$ cat src/rtl/if_fetch_stage_if.sv
// Instruction-memory request/acknowledge bundle between the fetch stage and imem.
// Latency: none; this is wiring only.
// Backpressure: the master holds imem_req/imem_addr steady until the slave pulses imem_ack.
// Signals:
//   imem_req  - fetch request (master -> slave)
//   imem_addr - word-aligned fetch address (master -> slave)
//   imem_ack  - response valid this cycle (slave -> master)
//   imem_data - instruction word, valid with imem_ack (slave -> master)
interface if_fetch_stage_if;
    logic        imem_req;
    logic [31:0] imem_addr;
    logic        imem_ack;
    logic [31:0] imem_data;

    modport master (
        output imem_req,
        output imem_addr,
        input  imem_ack,
        input  imem_data
    );

    modport slave (
        input  imem_req,
        input  imem_addr,
        output imem_ack,
        output imem_data
    );
endinterface

$ cat src/rtl/if_fetch_stage.sv
// MIPS instruction-fetch stage: owns the PC, fetches over a req/ack imem port and feeds ID.
// Latency: an instruction reaches the ID outputs one clk after its imem_ack (1 instr/clk with 1-cycle ack).
// Backpressure: if_en=0 parks one response in a 1-entry buffer (HOLD); at most one request is ever outstanding.
// Ports:
//   clk, rst_n       - clock, asynchronous active-low reset
//   if_rst, if_en    - controller restart (sync) and stage enable
//   redirect(_pc)    - taken branch/jump and its target (bits [1:0] are dropped)
//   imem             - instruction-memory handshake (master side)
//   inst_id, pc_id, pc4_id, if_valid - instruction, its PC and PC+4, validity, towards ID
//   fetch_pending    - a request is outstanding (FETCH or DROP)
//   perf_fetch_cnt, perf_drop_cnt - delivered / discarded counts
// Optional feature: define FETCH_PERF_CNT_EN to build the two performance counters;
// without it both counter ports read as zero.
module if_fetch_stage #(
    parameter logic [31:0] RESET_PC = 32'h0000_0000,
    parameter logic [31:0] INST_NOP = 32'h0000_0000
) (
    input  logic                   clk,
    input  logic                   rst_n,
    input  logic                   if_rst,
    input  logic                   if_en,
    input  logic                   redirect,
    input  logic [31:0]            redirect_pc,
    if_fetch_stage_if.master       imem,
    output logic [31:0]            inst_id,
    output logic [31:0]            pc_id,
    output logic [31:0]            pc4_id,
    output logic                   if_valid,
    output logic                   fetch_pending,
    output logic [31:0]            perf_fetch_cnt,
    output logic [31:0]            perf_drop_cnt
);

    typedef enum logic [1:0] {
        ST_FETCH = 2'd0,   // request on the bus, waiting for ack
        ST_HOLD  = 2'd1,   // response parked in buf_dat, waiting for if_en
        ST_DROP  = 2'd2    // one stale response is still owed and will be thrown away
    } state_t;

    state_t      state;
    logic [31:0] pc;
    logic [31:0] buf_dat;
    logic        ack;
    logic        flush_nxt_drop;

    assign ack = imem.imem_ack;

    // req/addr decode straight from the state register, so the address is frozen
    // for as long as a request sits in FETCH.
    assign imem.imem_req  = (state == ST_FETCH);
    assign imem.imem_addr = pc;
    assign fetch_pending  = (state == ST_FETCH) || (state == ST_DROP);

    // On if_rst or redirect, a request that is on the bus and not yet answered
    // still owes a response; that response must be swallowed in DROP.
    assign flush_nxt_drop = (state != ST_HOLD) && !ack;

    always_ff @(posedge clk or negedge rst_n) begin
        if (!rst_n) begin
            state    <= ST_FETCH;
            pc       <= RESET_PC;
            buf_dat  <= INST_NOP;
            inst_id  <= INST_NOP;
            pc_id    <= 32'h0000_0000;
            pc4_id   <= 32'h0000_0004;
            if_valid <= 1'b0;
        end else if (if_rst) begin
            pc       <= RESET_PC;
            buf_dat  <= INST_NOP;
            inst_id  <= INST_NOP;
            if_valid <= 1'b0;
            state    <= flush_nxt_drop ? ST_DROP : ST_FETCH;
        end else if (redirect) begin
            pc      <= redirect_pc & ~32'h3;
            buf_dat <= INST_NOP;
            state   <= flush_nxt_drop ? ST_DROP : ST_FETCH;
            if (if_en) begin
                inst_id  <= INST_NOP;
                if_valid <= 1'b0;
            end
        end else begin
            case (state)
                ST_FETCH: begin
                    if (ack) begin
                        if (if_en) begin
                            inst_id  <= imem.imem_data;
                            pc_id    <= pc;
                            pc4_id   <= pc + 32'h4;
                            if_valid <= 1'b1;
                            pc       <= pc + 32'h4;
                        end else begin
                            buf_dat <= imem.imem_data;
                            state   <= ST_HOLD;
                        end
                    end else if (if_en) begin
                        inst_id  <= INST_NOP;
                        if_valid <= 1'b0;
                    end
                end
                ST_HOLD: begin
                    if (if_en) begin
                        inst_id  <= buf_dat;
                        pc_id    <= pc;
                        pc4_id   <= pc + 32'h4;
                        if_valid <= 1'b1;
                        pc       <= pc + 32'h4;
                        state    <= ST_FETCH;
                    end
                end
                ST_DROP: begin
                    if (ack) begin
                        state <= ST_FETCH;
                    end
                    if (if_en) begin
                        inst_id  <= INST_NOP;
                        if_valid <= 1'b0;
                    end
                end
                default: begin
                    state <= ST_FETCH;
                end
            endcase
        end
    end

`ifdef FETCH_PERF_CNT_EN
    logic deliver;
    logic discard;

    // Mirrors the priority of the state machine above: a flush discards whatever
    // response is in hand (parked buffer or same-cycle ack); otherwise only a
    // delivery to ID or the owed response in DROP counts.
    always_comb begin
        deliver = 1'b0;
        discard = 1'b0;
        if (if_rst || redirect) begin
            discard = (state == ST_HOLD) || ack;
        end else begin
            deliver = if_en && (((state == ST_FETCH) && ack) || (state == ST_HOLD));
            discard = (state == ST_DROP) && ack;
        end
    end

    always_ff @(posedge clk or negedge rst_n) begin
        if (!rst_n) begin
            perf_fetch_cnt <= 32'h0;
            perf_drop_cnt  <= 32'h0;
        end else begin
            if (deliver) perf_fetch_cnt <= perf_fetch_cnt + 32'h1;
            if (discard) perf_drop_cnt  <= perf_drop_cnt + 32'h1;
        end
    end
`else
    assign perf_fetch_cnt = 32'h0;
    assign perf_drop_cnt  = 32'h0;
`endif

endmodule
$ cat src/flat_wrapper.sv
// flat-port wrapper written by rule: the top's interface ports become plain ports
module if_fetch_stage_flat 
#(
    parameter logic [31:0] RESET_PC = 32'h0000_0000,
    parameter logic [31:0] INST_NOP = 32'h0000_0000
)
  (clk, rst_n, if_rst, if_en, redirect, redirect_pc, inst_id, pc_id, pc4_id, if_valid, fetch_pending, perf_fetch_cnt, perf_drop_cnt, imem_imem_req, imem_imem_addr, imem_imem_ack, imem_imem_data);
  if_fetch_stage_if imem_i ();
  input  logic clk;
  input  logic rst_n;
  input  logic if_rst;
  input  logic if_en;
  input  logic redirect;
  input  logic [31:0] redirect_pc;
  output logic [31:0] inst_id;
  output logic [31:0] pc_id;
  output logic [31:0] pc4_id;
  output logic if_valid;
  output logic fetch_pending;
  output logic [31:0] perf_fetch_cnt;
  output logic [31:0] perf_drop_cnt;
  output wire logic [$bits(imem_i.imem_req)-1:0] imem_imem_req;
  output wire logic [$bits(imem_i.imem_addr)-1:0] imem_imem_addr;
  input wire logic [$bits(imem_i.imem_ack)-1:0] imem_imem_ack;
  input wire logic [$bits(imem_i.imem_data)-1:0] imem_imem_data;
  assign imem_imem_req = imem_i.imem_req;
  assign imem_imem_addr = imem_i.imem_addr;
  assign imem_i.imem_ack = imem_imem_ack;
  assign imem_i.imem_data = imem_imem_data;
  if_fetch_stage #(.RESET_PC(RESET_PC), .INST_NOP(INST_NOP)) u_core (.clk(clk), .rst_n(rst_n), .if_rst(if_rst), .if_en(if_en), .redirect(redirect), .redirect_pc(redirect_pc), .imem(imem_i), .inst_id(inst_id), .pc_id(pc_id), .pc4_id(pc4_id), .if_valid(if_valid), .fetch_pending(fetch_pending), .perf_fetch_cnt(perf_fetch_cnt), .perf_drop_cnt(perf_drop_cnt));
endmodule
$ cat config.mk
export PLATFORM = sky130hd
export DESIGN_NAME = if_fetch_stage_flat
export DESIGN_NICKNAME = d
export VERILOG_FILES = /design/src/rtl/if_fetch_stage_if.sv /design/src/rtl/if_fetch_stage.sv /design/src/flat_wrapper.sv
export SDC_FILE = /design/constraint.sdc
export NUM_CORES = 1
export LEC_CHECK = 0
export CAP_MARGIN = 20
export CORE_MARGIN = 10
export CORE_UTILIZATION = 45
export CTS_BUF_LIST = sky130_fd_sc_hd__clkbuf_2
export CTS_CLUSTER_SIZE = 40
export DETAILED_ROUTE_END_ITERATION = 16
export PLACE_DENSITY = 0.85
export SLEW_MARGIN = 20
export SYNTH_ARGS = -nofsm -noshare
export SYNTH_HDL_FRONTEND = slang
export SYNTH_SLANG_ARGS = --single-unit
$ cat constraint.sdc
create_clock -name clk -period 4.8 [get_ports clk]
set_input_delay 0.72 -clock clk [delete_from_list [all_inputs] [get_ports clk]]
set_output_delay 0.72 -clock clk [all_outputs]
set_load 0.01 [all_outputs]
# Yosys cells after proc, flatten, opt, wreduce, memory -nomap -nowiden
# Index checks and enable logic that the tools add are counted.
[totals]
regBits = 163
latch_bits = 0
mem_bits_rw = 0
mem_bits_ro = 0
input_bits = 70
out_inout_bits = 195
word_cells = 71
memories = 0
[op_classes]
add_sub_neg = 1
mul = 0
n_div = 0
order_cmp = 0
eq_ne = 10
shifts = 0
muxes = 37
n_bitwise = 2
n_reduce_logical = 14
[op_table]
columns = ["operator", "count"]
rows = [
  ["two-way mux 32 bit", 19],
  ["case mux 32 bit (2 select lines)", 3],
  ["case mux 32 bit (3 select lines)", 1],
  ["adder 32 x 3 -> 32 bit (second input constant)", 1],
  ["two-way mux 2 bit", 7],
  ["inequality test 4 bit (second input constant)", 3],
  ["AND reduction 4 bit", 2],
  ["case mux 2 bit (3 select lines)", 1],
  ["AND reduction 3 bit", 2],
  ["nonzero test 3 bit", 2],
  ["two-way mux 1 bit", 5],
  ["inequality test 5 bit (second input constant)", 1],
  ["nonzero test 5 bit", 1],
  ["inequality test 2 x 1 -> 1 bit (second input constant)", 2],
  ["inequality test 4 x 3 -> 1 bit (second input constant)", 1],
  ["nonzero test 4 bit", 1],
  ["inequality test 3 x 2 -> 1 bit (second input constant)", 1],
  ["case mux 1 bit (3 select lines)", 1],
  ["equality test 2 x 1 -> 1 bit (second input constant)", 1],
  ["equality test 2 bit (second input constant)", 1],
  ["zero test 2 bit", 1],
  ["inverter 1 bit", 2],
  ["AND reduction 2 bit", 1],
  ["nonzero test 2 bit", 1],
  ["other kinds (3)", 3],
]

# Logic depth before layout (Yosys ltp)
[logic_depth]
depth_word = 6
mapped_depth = 9
mapped_depth_nobuf = 7

# Worst setup path after synthesis
# OpenSTA, ideal clock, no wires.
[synth_path]
path_type = "input-to-reg"
from = "input port imem_imem_ack"
to = "register u_core.pc_id[10]"
setup_ps = 125
t_arrival_ps = 2203
t_required_ps = 4675
path_slack_ps = 2472
stages = 6
path_buffers = 3
path_cell_list = "clkbuf_1 -> mux2_2 -> nand3_1 -> clkbuf_1 -> buf_2 -> mux2_2"
[synth_between]
elab_chain_cells = 2
[synth_rtl]
columns = ["item", "line", "source"]
rows = [
  ["from (decl)", "flat_wrapper.sv:24", "input wire logic [$bits(imem_i.imem_ack)-1:0] imem_imem_ack;"],
  ["inequality test 2 x 1 -> 1 bit (no source line)", "n/a", ""],
  ["AND reduction 4 bit (no source line)", "n/a", ""],
  ["to (signal assigned)", "if_fetch_stage.sv:87", "pc_id <= pc;"],
  ["to (signal assigned)", "if_fetch_stage.sv:103", "pc_id <= pc;"],
  ["to (decl)", "if_fetch_stage.sv:26", "output logic [31:0] pc_id,"],
]
# Every way passes these cells.
# A chain may end at the register's enable or synchronous reset.

# Final worst setup path
[layout_path]
from = "register u_core.state[1]"
to = "register u_core.pc[15] (netlist: u_core.imem.imem_addr[15])"
[layout_between]
elab_chain_cells = 4
word_cells_on_any_way = 8
cone_classes = "eq/ne (2); mux (3); reduce/logical (3)"
[layout_rtl]
columns = ["item", "line", "source"]
rows = [
  ["from (decl)", "if_fetch_stage.sv:40", "state_t state;"],
  ["from (signal assigned)", "if_fetch_stage.sv:72", "state <= flush_nxt_drop ? ST_DROP : ST_FETCH;"],
  ["from (signal assigned)", "if_fetch_stage.sv:76", "state <= flush_nxt_drop ? ST_DROP : ST_FETCH;"],
  ["equality test 2 x 1 -> 1 bit / zero test 2 bit (equally long branches)", "if_fetch_stage.sv:82", "case (state)"],
  ["case mux 32 bit (2 select lines)", "if_fetch_stage.sv:82", ""],
  ["two-way mux 32 bit", "if_fetch_stage.sv:73", "end else if (redirect) begin"],
  ["two-way mux 32 bit", "if_fetch_stage.sv:67", "end else if (if_rst) begin"],
  ["to (signal assigned)", "if_fetch_stage.sv:74", "pc <= redirect_pc & ~32'h3;"],
  ["to (signal assigned)", "if_fetch_stage.sv:90", "pc <= pc + 32'h4;"],
  ["to (signal assigned)", "if_fetch_stage.sv:106", "pc <= pc + 32'h4;"],
  ["to (decl)", "if_fetch_stage.sv:41", "logic [31:0] pc;"],
]
# Several ways; a longest one is shown, not always the timed one.

==> impl_metrics.json <==
{
  "status": "complete, no violations",
  "period_share": 0.6810,
  "antenna_found_initial": 2,
  "pwr_density_cell_nw_per_um2": 308.2,
  "synthFlopType": "dfrtp_1",
  "rr_startpoint": "u_core.state[1]$_DFFE_PN0P_",
  "syn_area_um2": 8407,
  "post-route-util": 0.5776,
  "grt_pass1_wl_mm": 38.81,
  "hold_viol_final": 0,
  "initial_core_util": 0.4633,
  "cts_sinks": 157,
  "synth.area.top_cells": "dfrtp_1 (46%), buf_4 (6.3%), a22o_1 (4.9%)",
  "grt_overflow": 0,
  "final_cells": 1271,
  "synth_common_cells": "dfrtp_1 (156), nand2_1 (85), buf_4 (70)",
  "whs_ns": 0.01372,
  "vias_per_cell": 5.504,
  "clockBufferDepth": 2,
  "synthMuxAreaShare": 0.04733,
  "hpwl_mm": 17.68,
  "postCtsSetupBuffers": 0,
  "grt_max_degree": 103,
  "leakagePower_uw": 0.004527,
  "synthDistinctLibCells": 55,
  "htree_levels": 4,
  "drive_above_1_share": 0.09519,
  "nNetsFinal": 1101,
  "fp.dieH_um": 156.7,
  "synth_edf_count": 0,
  "yosysWarnings": 0,
  "final_area_um2": 10480,
  "io-pin-count": 265,
  "synth-xor-area-share": 0.05105,
  "clock_skew_ns": 0.04484,
  "syn_inst": 875,
  "slew_violations": 0,
  "dpl_cell_area_um2": 10170,
  "yosysMostFrequentCell": "dfrtp_1",
  "dieArea_um2": 24550,
  "endpoint_kind": "flip-flop",
  "io_buffers": 192,
  "tritoncts": "yes",
  "holdCritPathClass": "input pin to asynchronous set/reset pin",
  "drt_pass1_iterations": 6,
  "setup_viol": 0,
  "setup_tns_ns": 0,
  "clk-insertion-delay-late_ns": 0.77,
  "rows": 49,
  "critPathKind": "flip-flop to flip-flop",
  "n_fill_cell": 1563,
  "required_ns": 5.48,
  "routed_wl_mm": 25.16,
  "synth_adder_area_share": 0.005953,
  "core_area_um2": 18150,
  "grt_usage": 0.1984,
  "synth_top_family_by_area": "compound AO/OA/AOI/OAI gates",
  "die_w_um": 156.7,
  "synth.largest_area_cell": "dfrtp_1",
  "synth_seq_cells": 157,
  "cts-buffers-inserted": 17,
  "grt_pass1_vias": 7029,
  "vias": 6996,
  "cts_root_buf": "clkbuf_2",
  "maxCapViolations": 0,
  "synth-simple-area-share": 0.1384,
  "ant_nets": 0,
  "fmax_ghz": 0.3059,
  "yosysSeqAreaShare": 0.4675,
  "avgRoutedWirePerCell_um": 19.80,
  "cts-resized-gates": 0,
  "async_flop_share": 1.000,
  "slew_headroom": 0.3477,
  "grt_setup_unrepaired": "no",
  "cp_max_fo": 47,
  "cp-startpoint": "u_core.state[1]$_DFFE_PN0P_",
  "drtIter0Drc": 477,
  "drc": 0,
  "clk_pin_slew_ns": 0.27,
  "avgSynthCellArea_um2": 9.608,
  "fin_crit_ns": 3.269,
  "worst_pin_slew_ns": 0.9753,
  "dp_cells": 1237,
  "crit_path_start_kind": "flip-flop",
  "ir_drop_uv": 195.8,
  "routabilityCongestion": 0.8192,
  "synth_compound_area_frac": 0.1838,
  "holdBufCountCts": 0,
  "syn_to_final_growth_pct": 24.69,
  "netlist.area_leader.share": 0.4644,
  "crit_arrival_ns": 3.95
}
==> cell usage in the layout (no fill, tap or decap), drive strengths merged, types with 10 or more instances in the layout <==
cell type and instances:
a21oi 67, conb 70, clkdlybuf4s50 190, o21a 14, nor3 26, xnor2 32, o31ai 15, buf 13
nor2 55, nand2 85, dfrtp 156, a22o 47, xor2 17, o21ai 55, nand4 10, nor4 10
clkbuf 18, inv 22, a22oi 18, mux2 30
==> layer usage <==
layer	routed length, um	vias to the layer above	track usage
li1	-	3226	-
met1	10150	3431	0.2406
met2	12480	285	0.3257
met3	1711	54	0.05099
met4	824	0	0.08989
met5	0	-	0
==> registers in the layout, indices dropped and copies added (netlist names) <==
name and flops:
u_core.pc4_id 30, u_core.imem.imem_addr 30, u_core.state 2, u_core.pc_id 30, u_core.buf_dat 32, u_core.inst_id 32
u_core.if_valid 1
==> power by group <==
| part | internal, uW | switching, uW |
|---|---|---|
| Clock | 398 | 507 |
| Combinational | 396 | 369 |
| Sequential | 1460 | 105 |
| Total | 2250 | 981 |
==> layout make-up <==
type	count	area [um^2]	area share
diodes	2	5.005	0.0004774
clock inverters	14	217.7	0.02077
clock buffers	18	90.09	0.008594
inverters	21	78.83	0.007520
repair buffers	203	2001	0.1909
well taps	229	286.5	0.02733
flip-flops and latches	157	3930	0.3749
multi-input cells	627	3874	0.3695
==> cell families after synthesis <==
group | after synthesis
other | 1
adder cells (fa/ha/maj) | 4
buffers and inverters | 160
AND/OR/NAND/NOR | 231
XOR/XNOR | 49
flip-flops | 157
multiplexers | 36
AO/OA/AOI/OAI | 237
==> metrics by stage <==
stage          setup slack (ns)  power, uW
3_3_place_gp              1.196       2330
5_1_grt                   1.303       3388
6_report                  1.531       3231
4_1_cts                   1.525       3264
2_1_floorplan             2.472       1947
3_5_place_dp              1.025       2356
==> final timing paths <==
kind,depth (start not counted),endpoint,slack [ns]
max,8,u_core.imem.imem_addr[15]$_DFFE_PN0P_,1.53
min,1,u_core.inst_id[5]$_DFFE_PN0P_,0.01
max reg2reg,8,u_core.imem.imem_addr[15]$_DFFE_PN0P_,1.53
min reg2reg,2,u_core.pc4_id[2]$_DFFE_PN1P_,0.50
max in group asynchronous,2,u_core.pc4_id[2]$_DFFE_PN1P_,3.79
min in group clk,4,u_core.imem.imem_addr[27]$_DFFE_PN0P_,0.42
==> worst max-delay path, stage by stage (launching register included) <==
cell,delay [ns]
dfrtp_1,0.45
inv_1,0.11
ha_1,0.15
buf_4,0.42
mux2_2,0.41
nand4_1,0.70
or3_1,0.60
a21o_1,0.19
a21oi_1,0.15
Note: power is estimated with default switching activity, not from simulation.
